File: src/rtl/k2_result_uart_tx.sv
// k2_result_uart_tx: queues each new K2 result byte and sends it as UART 8N1 on tx.
module k2_result_uart_tx #(
   parameter int CLKS_PER_BIT  = 868,
   parameter int DEPTH         = 4,
   parameter bit CHANGE_DETECT = 1
) (
   input  logic                     clk,
   input  logic                     reset,
   input  logic [7:0]               result_in,
   input  logic                     result_valid,
   output logic                     tx,
   output logic                     busy,
   output logic [$clog2(DEPTH):0]   fifo_count,
   output logic                     overflow
);
   localparam int AW = $clog2(DEPTH);
   localparam int CW = AW + 1;
   localparam logic [1:0] IDLE = 2'd0, START = 2'd1, DATA = 2'd2, STOP = 2'd3;
   localparam logic [15:0] LAST = 16'(CLKS_PER_BIT - 1);
   logic [1:0]    state;
   logic [15:0]   timer;
   logic [2:0]    bit_idx;
   logic [7:0]    shift, prev_result;
   logic [7:0]    mem [DEPTH];
   logic [AW-1:0] wr_ptr, rd_ptr;
   logic          push, pop, wr_en, full, empty, bit_end;
   assign bit_end = timer == LAST;
   assign empty   = fifo_count == '0;
   assign full    = fifo_count == CW'(DEPTH);
   assign push    = CHANGE_DETECT ? result_in != prev_result : result_valid;
   // a pop at the end of a stop bit chains the next frame with no idle gap
   assign pop     = !empty && (state == IDLE || (state == STOP && bit_end));
   assign wr_en   = push && (!full || pop);
   assign busy    = (state != IDLE) || !empty;
   always_ff @(posedge clk) begin
      if (wr_en) mem[wr_ptr] <= result_in;
   end
   always_ff @(posedge clk or negedge reset) begin
      if (!reset) begin
         wr_ptr      <= '0;
         rd_ptr      <= '0;
         fifo_count  <= '0;
         overflow    <= 1'b0;
         prev_result <= 8'h00;
      end else begin
         prev_result <= result_in;
         if (wr_en) wr_ptr <= wr_ptr + AW'(1);
         if (pop) rd_ptr <= rd_ptr + AW'(1);
         if (push && !wr_en) overflow <= 1'b1;
         fifo_count <= fifo_count + CW'(wr_en) - CW'(pop);
      end
   end
   always_ff @(posedge clk or negedge reset) begin
      if (!reset) begin
         state   <= IDLE;
         timer   <= '0;
         bit_idx <= '0;
         shift   <= '0;
         tx      <= 1'b1;
      end else begin
         case (state)
            IDLE: if (pop) begin
               shift <= mem[rd_ptr];
               state <= START;
               timer <= '0;
               tx    <= 1'b0;
            end
            START: if (bit_end) begin
               state   <= DATA;
               timer   <= '0;
               bit_idx <= '0;
               tx      <= shift[0];
            end else timer <= timer + 16'd1;
            DATA: if (bit_end) begin
               timer <= '0;
               if (bit_idx == 3'd7) begin
                  state <= STOP;
                  tx    <= 1'b1;
               end else begin
                  bit_idx <= bit_idx + 3'd1;
                  shift   <= shift >> 1;
                  tx      <= shift[1];
               end
            end else timer <= timer + 16'd1;
            default: if (bit_end) begin
               timer <= '0;
               if (pop) begin
                  shift <= mem[rd_ptr];
                  state <= START;
                  tx    <= 1'b0;
               end else state <= IDLE;
            end else timer <= timer + 16'd1;
         endcase
      end
   end
endmodule

File: config.mk
export PLATFORM = sky130hd
export DESIGN_NAME = k2_result_uart_tx
export DESIGN_NICKNAME = d
export VERILOG_FILES = /design/src/rtl/k2_result_uart_tx.sv
export SDC_FILE = /design/constraint.sdc
export NUM_CORES = 1
export LEC_CHECK = 0
export BUFFER_PORTS_ARGS = -buffer_cell sky130_fd_sc_hd__buf_2
export CORE_ASPECT_RATIO = 1.1
export CORE_MARGIN = 2
export CORE_UTILIZATION = 30
export CTS_CLUSTER_DIAMETER = 80
export DETAILED_ROUTE_END_ITERATION = 16
export SYNTH_ARGS = -nofsm -noshare
export SYNTH_HDL_FRONTEND = slang
export SYNTH_SLANG_ARGS = --single-unit
export TNS_END_PERCENT = 30
File: constraint.sdc
create_clock -name clk -period 3.35 [get_ports clk]
set_clock_uncertainty 0.2 [all_clocks]
set_input_delay 0 -clock clk [delete_from_list [all_inputs] [get_ports clk]]
set_output_delay 0 -clock clk [all_outputs]
set_load 0.1 [all_outputs]
==> metrics.md <==
| Metric | Value |
|---|---|
| Clock Sinks | 78 |
| Iteration-0 DRC Markers | 152 |
| CP Class | reg2reg |
| Max Clk Rate | 0.3226 GHz |
| Seq/Total Area, Yosys | 0.5761 |
| Final setup TNS | 0 ps |
| Detailed Routing Iterations Pass 1 | 4 |
| CTS H-Tree Depth | 3 |
| Critical path startpoint category | flip-flop |
| Global-route wire length before repair | 11050 um |
| RSZ-0062 raised after global routing | false |
| Top area cells in the synthesized netlist | dfrtp_1 31%, edfxtp_1 26%, mux4_2 4.9% |
| Io pins | 17 |
| Worst EP required | 3360 ps |
| Syn-to-layout area delta | 16.10% |
| FILL cells | 1200 |
| Crit path time final | 3100 ps |
| Cell Pwr Density | 687.4 nW/um2 |
| CP dominant cell by count | ha_1 |
| PortBufs | 15 |
| FF-to-FF setup slack | 250 ps |
| Post-route ant nets | 0 |
| Total grt overflow | 0 |
| Worst slew margin | 0.2946 |
| Clock buffer depth | 2 |
| IR drop worst, VDD | 0.0002590 V |
| Mapped Area | 3669 um2 |
| Largest fanout on the critical path | 5 |
| Fin crit share | 0.9254 |
| GRT Resource Usage Total | 0.1106 |
| Static leakage | 1.737 nW |
| Hold-fix buffers, CTS | 9 |
| Worst path max stage delay | 420 ps |
| Worst Hold Class | in2reg |
| EDFF count, synth | 32 |
| Fin nets | 328 |
| Initial antenna violation count | 0 |
| Core box area | 11980 um2 |
| Post-synthesis async set-or-reset flop share | 0.5897 |
| Area leader, netlist | dfrtp_1 |
| DIE HEIGHT | 120.0 um |
| WP data arrival | 3110 ps |
| Post-Syn Instances | 275 |
| Synth cell count leaders | 45 x dfrtp_1, 32 x edfxtp_1, 16 x nand2_1, 16 x o21ai_0, 14 x xor2_1 |
| WL per Instance | 13.97 um |
| Row count | 42 |
| Worst Max-Slew Pin Slew | 1058 ps |
| GPL Wtd Cong | 0.7739 |
| Via density | 4.714 |
| Avg Cell Area, Syn | 13.34 um2 |
| Die footprint | 13130 um2 |
| Share of the synthesized area in the top cell type | 0.3070 |
| CP endpoint kind | flip-flop |
| Status | finished clean |
| Vias in the first global route | 2188 |
| Largest net degree at the start of global routing | 47 |
| Detailed Place HPWL | 4286 um |
| Finish-stage setup viols | 0 |
| DRC Markers | 0 |
| Die X | 109.4 um |
| Vias | 2178 |
| Hold WS | 187.5 ps |
| Post-CTS Repair Setup Buffers | 0 |
| Critical path cell sequence | ha_1 -> nor4b_2 -> and4b_1 -> a21oi_1 -> nor2_1 -> ha_1 -> inv_1 -> ha_1 -> inv_1 -> fa_1 -> xnor2_1 -> xnor2_1 |
| Register bit total from synthesis | 78 |
| Layout cell share with drive strength beyond 1 | 0.2208 |
| Max_cap viols | 0 |
| Synth Net Count | 300 |
| Clock transition at path regs | 60 ps |
| Starting density of the core | 0.3062 |
| Post_cts resized | 0 |
| Slew Limit Fails | 0 |
| Most common cell in the netlist | dfrtp_1 |
| Worst path slowest cell | dfrtp_1 |
| Distinct cell type count after synthesis | 43 |
| Skew-Pair Late Insertion Delay | 340 ps |
| Final hold vios | 0 |
| Synth Flop Type | dfrtp_1 |
| CTS tree | done |
| CTS root buf | clkbuf_16 |
| Total CTS buffers | 9 |
| DRT Wirelength | 6453 um |
| Antenna fix cells | 0 |
| Synth warn | 0 |
-- logic make-up (layout without fill, tap and decap cells) --
| kind of cell | Yosys count | count (layout) | share of synthesized area |
|---|---|---|---|
| xor gates and xnor gates | 18 | 18 | 0.04297 |
| muxes | 29 | 29 | 0.1214 |
| DFF | 78 | 78 | 0.5761 |
| AOI/OAI and AO/OA | 44 | 44 | 0.07981 |
| adders and majority gates | 14 | 14 | 0.04980 |
| and+or+nand+nor | 69 | 69 | 0.1003 |
| buffers and inverters | 23 | 56 | 0.02967 |
-- critical path: cells and delay by family, from the launching register on --
kind | cells | cell delay, ps
AOI/OAI and AO/OA | 1 | 420
xor gates and xnor gates | 2 | 270
adders and majority gates | 4 | 1080
buffers and inverters | 2 | 110
DFF | 1 | 420
and+or+nand+nor | 3 | 500
-- cell type report --
type | count | area (um2) | area share
multi-input combinational | 174 | 1446 | 0.3396
tap | 154 | 192.7 | 0.04524
clock buffer | 10 | 229.0 | 0.05376
inverter | 12 | 45.04 | 0.01058
clock inverter | 6 | 37.54 | 0.008813
sequential | 78 | 2113 | 0.4962
timing repair buffer | 28 | 195.2 | 0.04583
-- power breakdown --
group | switching (mW) | internal, mW
registers | 0.152 | 1.25
logic | 0.401 | 0.258
clock network | 0.374 | 0.498
total | 0.926 | 2.00
-- state kept, by name (all words and copies together), names as in the netlist --
| register | count |
|---|---|
| shift | 8 |
| fifo_count | 3 |
| state | 2 |
| mem | 32 |
| timer | 16 |
| bit_idx | 3 |
| prev_result | 8 |
| wr_ptr | 2 |
| tx | 1 |
| overflow | 1 |
| rd_ptr | 2 |
-- final timing paths --
path                                   start        endpoint  depth (start not counted)
min in group asynchronous              reset        timer[3]                          2
worst max-delay path                timer[0]   fifo_count[2]                         12
worst max register to register      timer[0]   fifo_count[2]                         12
max in group asynchronous              reset  prev_result[7]                          2
worst min-delay path            result_in[0]  prev_result[0]                          2
worst min register to register      overflow        overflow                          1
-- per-stage QoR --
step	total power, mW	cell area (um2)	worst slack (ps)	cells	utilization
CTS	2.971	4259	207.5	462	0.3555
global placement	2.055	3902	283.6	437	0.3257
global route	3.098	4259	16.97	462	0.3555
finish	2.928	4259	250.0	462	0.3555
floorplan	1.898	3669	260.1	275	-
detailed placement	2.079	3902	222.2	437	0.3257
-- cell usage in the layout (no fill, tap or decap), types with 5 or more instances in the layout --
cell,n
clkbuf_16,9
dlygate4sd3_1,9
nor4_1,5
and2_1,5
buf_2,15
a21o_1,6
mux2_2,12
a22o_1,6
nor2_1,10
nand2_1,16
dfrtp_1,45
edfxtp_1,32
a21oi_1,7
o21ai_0,16
inv_1,12
xor2_1,14
mux2_4,8
ha_1,13
mux4_2,8
nor3_1,9
nand3_1,11
-- routing by layer --
metal,track usage,share of wire,up-vias
li1,-,-,1062
met1,0.1419,0.47,1090
met2,0.1721,0.49,21
met3,0.03313,0.029,5
met4,0.04747,0.013,0
met5,0,0,-
(Power assumes the default switching activity.)
